==> src/rtl/mem_stage_sram_pkg.sv <==
// Shared pipeline types for the memory stage: FSM encoding and the MEM/WB bundle.
package mem_stage_sram_pkg;

  localparam int unsigned RegAw = 5;

  typedef enum logic [1:0] {
    StIdle = 2'd0,
    StLo   = 2'd1,
    StHi   = 2'd2,
    StDone = 2'd3
  } state_e;

  typedef struct packed {
    logic             wb_en;
    logic             mem_read;
    logic [31:0]      alu_result;
    logic [31:0]      mem_data;
    logic [RegAw-1:0] dest;
  } mem_wb_t;

endpackage

==> src/rtl/mem_stage_sram_ctrl.sv <==
// 16-bit SRAM sequencer: splits a 32-bit word access into low and high half-word
// phases, each lasting SramWait+1 cycles, and assembles the read word.
module mem_stage_sram_ctrl
  import mem_stage_sram_pkg::*;
#(
  parameter int unsigned SramAw   = 18,
  parameter int unsigned SramWait = 1
) (
  input  logic              clk_i,
  input  logic              rst_ni,
  input  logic              req_i,
  input  logic              store_i,
  input  logic              load_i,
  input  logic [SramAw-2:0] word_addr_i,
  input  logic [31:0]       wdata_i,
  input  logic [15:0]       sram_rdata_i,
  output state_e            state_o,
  output logic [31:0]       rdata_o,
  output logic [SramAw-1:0] sram_addr_o,
  output logic [15:0]       sram_wdata_o,
  output logic              sram_we_no
);

  localparam logic [2:0] WaitLast = 3'(SramWait);

  state_e            state_q, state_d;
  logic [2:0]        cnt_q, cnt_d;
  logic [15:0]       lo_q, lo_d, hi_q, hi_d;
  logic [SramAw-1:0] addr_q;

  // State, wait counter, read halves and last driven address.
  always_ff @(posedge clk_i or negedge rst_ni) begin
    if (!rst_ni) begin
      state_q <= StIdle;
      cnt_q   <= '0;
      lo_q    <= '0;
      hi_q    <= '0;
      addr_q  <= '0;
    end else begin
      state_q <= state_d;
      cnt_q   <= cnt_d;
      lo_q    <= lo_d;
      hi_q    <= hi_d;
      addr_q  <= sram_addr_o;
    end
  end

  // Next state: each phase ends on its last wait cycle, where read data is valid.
  always_comb begin
    state_d = state_q;
    cnt_d   = cnt_q;
    lo_d    = lo_q;
    hi_d    = hi_q;
    unique case (state_q)
      StIdle: begin
        if (req_i) begin
          state_d = StLo;
          cnt_d   = '0;
        end
      end
      StLo: begin
        if (cnt_q == WaitLast) begin
          state_d = StHi;
          cnt_d   = '0;
          if (load_i) lo_d = sram_rdata_i;
        end else begin
          cnt_d = cnt_q + 3'd1;
        end
      end
      StHi: begin
        if (cnt_q == WaitLast) begin
          state_d = StDone;
          cnt_d   = '0;
          if (load_i) hi_d = sram_rdata_i;
        end else begin
          cnt_d = cnt_q + 3'd1;
        end
      end
      StDone: state_d = StIdle;
      default: state_d = StIdle;
    endcase
  end

  // SRAM pins: address is held between accesses so the bus stays quiet.
  always_comb begin
    sram_addr_o  = addr_q;
    sram_wdata_o = '0;
    sram_we_no   = 1'b1;
    unique case (state_q)
      StLo: begin
        sram_addr_o = {word_addr_i, 1'b0};
        if (store_i) begin
          sram_we_no   = 1'b0;
          sram_wdata_o = wdata_i[15:0];
        end
      end
      StHi: begin
        sram_addr_o = {word_addr_i, 1'b1};
        if (store_i) begin
          sram_we_no   = 1'b0;
          sram_wdata_o = wdata_i[31:16];
        end
      end
      default: ;
    endcase
  end

  assign state_o = state_q;
  assign rdata_o = {hi_q, lo_q};

endmodule

==> src/rtl/mem_stage_sram.sv <==
// Memory pipeline stage: drives the external 16-bit SRAM, stalls upstream while an
// access is in flight, and holds the MEM/WB register.
module mem_stage_sram
  import mem_stage_sram_pkg::*;
#(
  parameter int unsigned SRAM_AW   = 18,
  parameter int unsigned SRAM_WAIT = 1
) (
  input  logic               clk,
  input  logic               rst,
  input  logic               wb_en,
  input  logic               mem_read,
  input  logic               mem_write,
  input  logic [31:0]        alu_result,
  input  logic [31:0]        reg2,
  input  logic [RegAw-1:0]   dest,
  output logic               freeze,
  output logic               wb_en_out,
  output logic               mem_read_out,
  output logic [31:0]        alu_result_out,
  output logic [31:0]        mem_data_out,
  output logic [RegAw-1:0]   dest_out,
  output logic [SRAM_AW-1:0] sram_addr,
  output logic [15:0]        sram_wdata,
  output logic               sram_we_n,
  input  logic [15:0]        sram_rdata
);

  logic        req;
  state_e      state;
  logic [31:0] rd_word;
  mem_wb_t     wb_d, wb_q;

  assign req = mem_read | mem_write;

  // A simultaneous read and write request is treated as a store.
  mem_stage_sram_ctrl #(
    .SramAw  (SRAM_AW),
    .SramWait(SRAM_WAIT)
  ) u_ctrl (
    .clk_i       (clk),
    .rst_ni      (rst),
    .req_i       (req),
    .store_i     (mem_write),
    .load_i      (mem_read & ~mem_write),
    .word_addr_i (alu_result[SRAM_AW:2]),
    .wdata_i     (reg2),
    .sram_rdata_i(sram_rdata),
    .state_o     (state),
    .rdata_o     (rd_word),
    .sram_addr_o (sram_addr),
    .sram_wdata_o(sram_wdata),
    .sram_we_no  (sram_we_n)
  );

  // Stall from the first request cycle until DONE; forced low while reset is held.
  assign freeze = rst & req & (state != StDone);

  // MEM/WB next value: load data only exists in DONE, zero otherwise.
  always_comb begin
    wb_d            = '0;
    wb_d.wb_en      = wb_en;
    wb_d.mem_read   = mem_read;
    wb_d.alu_result = alu_result;
    wb_d.mem_data   = (state == StDone) ? rd_word : 32'd0;
    wb_d.dest       = dest;
  end

  // MEM/WB register advances whenever the pipeline is not frozen.
  always_ff @(posedge clk or negedge rst) begin
    if (!rst) begin
      wb_q <= '0;
    end else if (!freeze) begin
      wb_q <= wb_d;
    end
  end

  assign wb_en_out      = wb_q.wb_en;
  assign mem_read_out   = wb_q.mem_read;
  assign alu_result_out = wb_q.alu_result;
  assign mem_data_out   = wb_q.mem_data;
  assign dest_out       = wb_q.dest;

endmodule

==> config.mk <==
export PLATFORM = sky130hd
export DESIGN_NAME = mem_stage_sram
export DESIGN_NICKNAME = d
export VERILOG_FILES = /design/src/rtl/mem_stage_sram_pkg.sv /design/src/rtl/mem_stage_sram_ctrl.sv /design/src/rtl/mem_stage_sram.sv
export SDC_FILE = /design/constraint.sdc
export NUM_CORES = 1
export LEC_CHECK = 0
export CAP_MARGIN = 30
export CORE_MARGIN = 2
export CORE_UTILIZATION = 35
export CTS_CLUSTER_DIAMETER = 80
export DETAILED_ROUTE_END_ITERATION = 10
export PLACE_DENSITY = 0.65
export SLEW_MARGIN = 10
export SYNTH_ARGS = -nofsm -noshare
export SYNTH_HDL_FRONTEND = slang
export SYNTH_SLANG_ARGS = --single-unit
==> constraint.sdc <==
create_clock -name clk -period 2.39 [get_ports clk]
set_input_delay 0.478 -clock clk [delete_from_list [all_inputs] [get_ports clk]]
set_output_delay 0.478 -clock clk [all_outputs]
set_load 0.02 [all_outputs]
==> impl_metrics.py, run 1 <==
metrics = {
    "synth": {
        "synth_nets": 469,
        "yosys.cell_types.count": 26,
        "syn_area_um2": 5150,
        "postSynthCellCount": 372,
        "synth.avg_cell_area_um2": 13.9,
        "synth_top_area_share": 0.612,
        "synth_compound_area_frac": 0.106,
        "yosysMostFrequentCell": "dfrtp_1",
        "synth-seq-cells": 126,
        "synth_top_family_by_area": "multiplexers",
        "synthArstFlopShare": 1.00,
        "synth.top_cells.by_count": "dfrtp_1 (126), mux2_2 (53), a22o_1 (33), mux2_4 (20)",
        "synth_xor_area_frac": 0,
        "synthTopCellsByArea": "dfrtp_1 (61%), mux2_2 (12%), mux2_4 (5.8%), a22o_1 (5.6%), a22oi_1 (2.3%)",
        "synth_fa_ha_area_frac": 0.0170,
        "synth_mux_area_frac": 0.174,
        "ys_seq_area_frac": 0.612,
        "synthFlopType": "dfrtp_1",
        "synth_warnings": 0,
        "synth_enable_flop_cells": 0,
        "yosysTopAreaCell": "dfrtp_1",
        "synth-simple-area-share": 0.0449,
    },
    "timing": {
        "finalHoldViolCount": 0,
        "slew_headroom": 0.546,
        "setup_viol": 0,
        "final.period_utilization": 0.974,
        "finClkSkew_ns": 0.00882,
        "slew_violations": 0,
        "timing.fmax_mhz": 430,
        "tightest_slew_ns": 0.681,
        "fin_crit_ns": 2.33,
        "rsz0062_at_grt": "yes",
        "finalSetupTns_ns": 0,
    },
    "global_route": {
        "grt_pass1_vias": 4016,
        "grt_pass1_wl_um": 21300,
        "antenna_found_initial": 0,
        "grt_max_degree": 127,
        "grtUsageTotal": 0.172,
        "grt_overflow": 0,
    },
    "cells_and_area": {
        "postLayoutCellArea_um2": 8110,
        "fillers": 1206,
        "drive_above_1_share": 0.309,
        "n_antenna_cell": 0,
        "layout.nets": 690,
        "syn_to_final_growth_pct": 57.4,
    },
    "placement": {
        "io_buffers": 196,
        "postPlaceCellArea_um2": 7490,
        "gp_congestion": 0.756,
        "place_hpwl_um": 9020,
    },
    "route": {
        "drcViolationCount": 0,
        "via_per_inst": 4.83,
        "routed_wl_um": 13300,
        "dr.pass1.iters": 4,
        "num_vias": 3813,
        "drt_first_iter_violations": 214,
        "avgRoutedWirePerCell_um": 16.9,
        "ant_nets": 0,
    },
    "cts": {
        "cts-buffers-inserted": 17,
        "cts_tree": "built",
        "root_buffer": "clkbuf_16",
        "clk_pin_slew_ns": 0.06,
        "clk_latency_ns": 0.42,
        "htree_num_levels": 4,
        "cts_max_path_buffers": 2,
        "cts.sinks": 126,
        "hold_buffers": 0,
        "cts_setup_buffers": 0,
    },
    "setup_path": {
        "crit_path_end_kind": "output port",
        "crit_fanout": 8,
        "crit_required_ns": 1.91,
        "r2r_slack_ns": 0.55,
        "cp-start-kind": "flop",
        "cp.arrival_ns": 1.85,
        "r2r_cells": 6,
        "path_class": "reg2out",
    },
    "run": {
        "maxCapViolCount": 0,
    },
    "floorplanning": {
        "die_x_um": 125,
        "core_area_um2": 14500,
        "initial_core_util": 0.356,
        "rows": 44,
        "die-area_um2": 15700,
        "io_pins": 197,
        "die_h_um": 125,
    },
    "status": {
        "status": "complete, no violations",
    },
    "power_and_ir_drop": {
        "leakagePower_nw": 3.60,
        "power-per-cell-area_nw_per_um2": 1370,
        "ir_drop_mv": 0.697,
    },
    "worst_hold_path": {
        "hold_class": "in2async",
    },
}
-- flip-flops by register name, indices dropped and copies added, names as in the netlist --
register	count
alu_result_out	32
dest_out	5
mem_data_out	32
mem_read_out	1
u_ctrl.addr_q	18
u_ctrl.cnt_q	3
u_ctrl.hi_q	16
u_ctrl.lo_q	16
u_ctrl.state_o	2
wb_en_out	1
-- repair_timing --
action                                  4_1_cts  5_1_grt
gates cloned                                  0        2
endpoints found under the setup margin       35       35
endpoints found under the hold margin         0        0
resized for setup                           167       41
pin swaps                                     0        1
-- layout make-up --
class | instances | area, um2 | share of cell area
clock buffer | 18 | 429 | 0.0529
timing repair buffer | 228 | 2210 | 0.272
tap | 184 | 230 | 0.0284
multi-input combinational | 201 | 1830 | 0.226
clock inverter | 13 | 190 | 0.0234
inverter | 19 | 71.3 | 0.00879
sequential | 126 | 3150 | 0.389
-- layer usage --
metal / routed length, um / vias up / GRT usage
met5: 0 / - / 0
met4: 189 / 0 / 0.0627
met3: 818 / 15 / 0.0565
met2: 6470 / 128 / 0.275
met1: 5830 / 1917 / 0.220
li1: - / 1753 / -
-- critical path, cell delays in order, from the launching register on --
cell	delay (ns)
dfrtp_1	0.38
buf_4	0.15
ha_2	0.18
o21a_4	0.24
clkbuf_16	0.17
nand2_1	0.06
o21ai_1	0.08
buf_4	0.17
-- layout by cell type (no fill, tap or decap), types with 3 or more instances in the layout --
master           count
clkinv_4             3
dfrtp_1            126
buf_2               15
o21ai_0              4
bufinv_16            4
nand2_1             16
o21ai_2              4
inv_1               17
clkbuf_16           19
clkdlybuf4s50_1    159
a22oi_1             16
clkinvlp_4           4
a22o_1              33
mux2_4              20
nor2_1              19
and4b_1              3
buf_4               42
mux2_2              53
ha_1                 4
o21ai_1             11
buf_12               7
nand2_2              3
-- where the power goes --
part | internal, mW | switching [mW] | leakage (nW)
registers | 2.92 | 0.418 | 1.58
clock network | 1.74 | 0.945 | 0.289
logic | 2.57 | 2.49 | 1.73
-- logic make-up (layout without fill, tap and decap cells) --
group | Yosys count | count (layout)
DFF | 126 | 126
buffers and inverters | 45 | 278
AOI/OAI and AO/OA | 73 | 73
muxes | 73 | 73
and+or+nand+nor | 48 | 48
adders and majority gates | 7 | 7
-- per-stage QoR --
stage	power, mW	hold slack [ns]	utilization	instances	setup WS (ns)
floorplan	5.88	0.182	-	372	0.0939
global placement	8.17	0.477	0.517	756	-0.0478
detailed placement	8.28	0.480	0.517	756	-0.113
CTS	10.8	0.218	0.550	787	0.00606
global route	11.7	0.231	0.560	789	-0.000938
finish	11.1	0.145	0.560	789	0.0625
-- final timing paths --
check | start | to
min in group clk | mem_data_out[29] | mem_data_out[29]
setup reg to reg | u_ctrl.state_o[0] | alu_result_out[27]
setup / recovery | u_ctrl.state_o[1] | sram_addr[13]
hold / removal | rst | u_ctrl.lo_q[2]
hold reg to reg | mem_data_out[29] | mem_data_out[29]
max in group asynchronous | rst | alu_result_out[21]
Note: power is estimated with default switching activity, not from simulation.
==> run 2: changes to the inputs <==
--- a/config.mk
+++ b/config.mk
@@ -5,6 +5,7 @@
 export SDC_FILE = /design/constraint.sdc
 export NUM_CORES = 1
 export LEC_CHECK = 0
+export ABC_CLOCK_PERIOD_IN_PS = 2390
 export CAP_MARGIN = 30
 export CORE_MARGIN = 2
 export CORE_UTILIZATION = 35
==> results of run 2 <==
Same layout as run 1: the final DEF is identical, and so are final timing and power.
==> run 3: changes to the inputs <==
--- a/config.mk
+++ b/config.mk
@@ -8,10 +8,10 @@
 export ABC_CLOCK_PERIOD_IN_PS = 2390
 export CAP_MARGIN = 30
 export CORE_MARGIN = 2
-export CORE_UTILIZATION = 35
+export CORE_UTILIZATION = 44
 export CTS_CLUSTER_DIAMETER = 80
 export DETAILED_ROUTE_END_ITERATION = 10
-export PLACE_DENSITY = 0.65
+export PLACE_DENSITY = 0.79
 export SLEW_MARGIN = 10
 export SYNTH_ARGS = -nofsm -noshare
 export SYNTH_HDL_FRONTEND = slang
==> constraint.sdc (replaced) <==
create_clock -name clk -period 2.39 [get_ports clk]
set_input_delay 0.478 -clock clk [delete_from_list [all_inputs] [get_ports clk]]
set_output_delay 0.478 -clock clk [all_outputs]
set_load 0.1 [all_outputs]
==> run 3 against run 2 <==
Effect of this change:
- the flow now finishes with violations (setup timing)
- register-to-register slack got worse by 0.07 ns
- setup slack worse by 0.070 ns
- count of clock-buffer cells in the layout is 1 higher
- non-clock buffer count grew 1
- cell area up 7.5%
- sequential share of layout area fell by 2.7 points
- clock skew decreased by 0.0019 ns
- global-route usage is 5.1 points higher
- utilization increased by 20 points
- die area down 20%
- critical endpoint is now sram_addr[9]
- largest cell class unchanged
==> impl_metrics.py, run 3 (synthesis results as in run 1) <==
metrics = {
    "setup_path": {
        "crit_fanout": 8,
        "crit_path_end_kind": "output port",
        "cp-start-kind": "flop",
        "path_class": "reg2out",
        "crit_required_ns": 1.91,
        "r2r_cells": 5,
        "cp.arrival_ns": 1.92,
    },
    "cells_and_area": {
        "fillers": 699,
        "syn_to_final_growth_pct": 69.1,
        "mostFrequentLayoutCells": "dfrtp_1 (126), buf_4 (92), clkdlybuf4s50_1 (88)",
        "drive_above_1_share": 0.517,
        "layout.nets": 691,
        "n_antenna_cell": 0,
        "postLayoutCellArea_um2": 8710,
        "final_common_cell": "dfrtp_1",
    },
    "placement": {
        "dp_slack_ns": 0.126,
        "postPlaceCellArea_um2": 7640,
        "gp_congestion": 0.830,
        "io_buffers": 196,
        "place_hpwl_um": 9440,
    },
    "route": {
        "drcViolationCount": 0,
        "drt_first_iter_violations": 187,
        "ant_nets": 0,
        "dr.pass1.iters": 4,
        "via_per_inst": 5.18,
        "avgRoutedWirePerCell_um": 19.2,
        "routed_wl_um": 14400,
        "num_vias": 3882,
    },
    "global_route": {
        "grt_pass1_wl_um": 22000,
        "grt_max_degree": 127,
        "grt_pass1_vias": 4213,
        "antenna_found_initial": 0,
        "grt_overflow": 0,
        "grtUsageTotal": 0.223,
    },
    "floorplanning": {
        "die-area_um2": 12600,
        "core_area_um2": 11400,
        "io_pins": 197,
        "initial_core_util": 0.451,
        "rows": 39,
        "die_x_um": 112,
        "die_h_um": 112,
    },
    "timing": {
        "slew_headroom": 0.569,
        "fin_crit_ns": 2.40,
        "rsz0062_at_grt": "yes",
        "final.period_utilization": 1.00,
        "finClkSkew_ns": 0.00697,
        "worst_slack_ns": -0.00763,
        "slew_violations": 0,
        "holdWs_ns": 0.175,
        "setup_viol": 6,
        "tightest_slew_ns": 0.646,
        "timing.fmax_mhz": 417,
        "finalHoldViolCount": 0,
    },
    "cts": {
        "cts_max_path_buffers": 2,
        "root_buffer": "clkbuf_16",
        "htree_num_levels": 4,
        "hold_buffers": 0,
        "cts-buffers-inserted": 17,
        "cts.sinks": 126,
        "clk_pin_slew_ns": 0.05,
        "cts_tree": "built",
        "clk_latency_ns": 0.41,
    },
    "run": {
        "maxCapViolCount": 0,
    },
    "worst_hold_path": {
        "hold_class": "in2async",
    },
    "status": {
        "status": "finished with violations",
        "violations": "setup timing",
    },
}
[run 3: cell count changes in the layout (fill, tap and decap cells not counted), moves of 4 or more]
cell	change
nand2_4	+5
buf_12	+35
clkdlybuf4s50_1	-71
buf_4	+50
o21ai_1	-11
nand2_1	-13
a22oi_2	+11
a22oi_1	-11
nand2_2	+8
nor2_1	-16
o21ai_4	+12
nor2_4	+13
clkinv_2	+4
buf_2	-15
[run 3: stage by stage]
step                      setup TNS (ns)   util  instances
final                            -0.0236  0.763        749
after global routing               -1.24  0.763        749
after CTS                              0  0.731        736
after detailed placement               0  0.669        699
after global placement                 0  0.669        699
after floorplan                    -5.97      -        372
[run 3: metal layers]
metal	routed length, um	share of wire	GRT usage
met5	0	0	0
met1	5600	0.39	0.262
met3	1200	0.083	0.104
met2	7330	0.51	0.371
met4	252	0.018	0.0634
[run 3: area by class of cell]
type	instances	area (um2)	share of cell area
Tap cell	143	179	0.0205
Clock buffer	19	443	0.0508
Multi-Input combinational cell	201	2180	0.250
Inverter	19	71.3	0.00818
Clock inverter	12	169	0.0194
Sequential cell	126	3150	0.362
Timing Repair Buffer	229	2520	0.289
[run 3: worst paths after layout]
path,start,end,slack [ns]
worst min register to register,mem_data_out[5],mem_data_out[5],0.49
min in group clk,mem_data_out[5],mem_data_out[5],0.49
max in group asynchronous,rst,u_ctrl.state_o[1],1.72
worst max register to register,u_ctrl.state_o[0],alu_result_out[27],0.48
worst max-delay path,u_ctrl.state_o[0],sram_addr[9],-0.008
worst min-delay path,rst,mem_data_out[19],0.17
[run 3: worst max-delay path: stages (launching register included)]
cell	delay, ns
dfrtp_1	0.41
inv_2	0.09
ha_4	0.32
o21a_4	0.19
buf_12	0.15
nand2_2	0.07
o21ai_4	0.08
buf_12	0.20
[run 3: what timing repair did]
| item | in CTS | in global routing |
|---|---|---|
| gates resized for setup | 13 | 52 |
| setup endpoints to repair | 35 | 34 |
| setup buffers | 5 | 11 |
| gates cloned | 1 | 2 |
| pin swaps | 1 | 7 |
Power of run 3 is left out: the tool's default activity adds up to more than one toggle a clock period on the data nets, which glitch-free logic cannot reach.
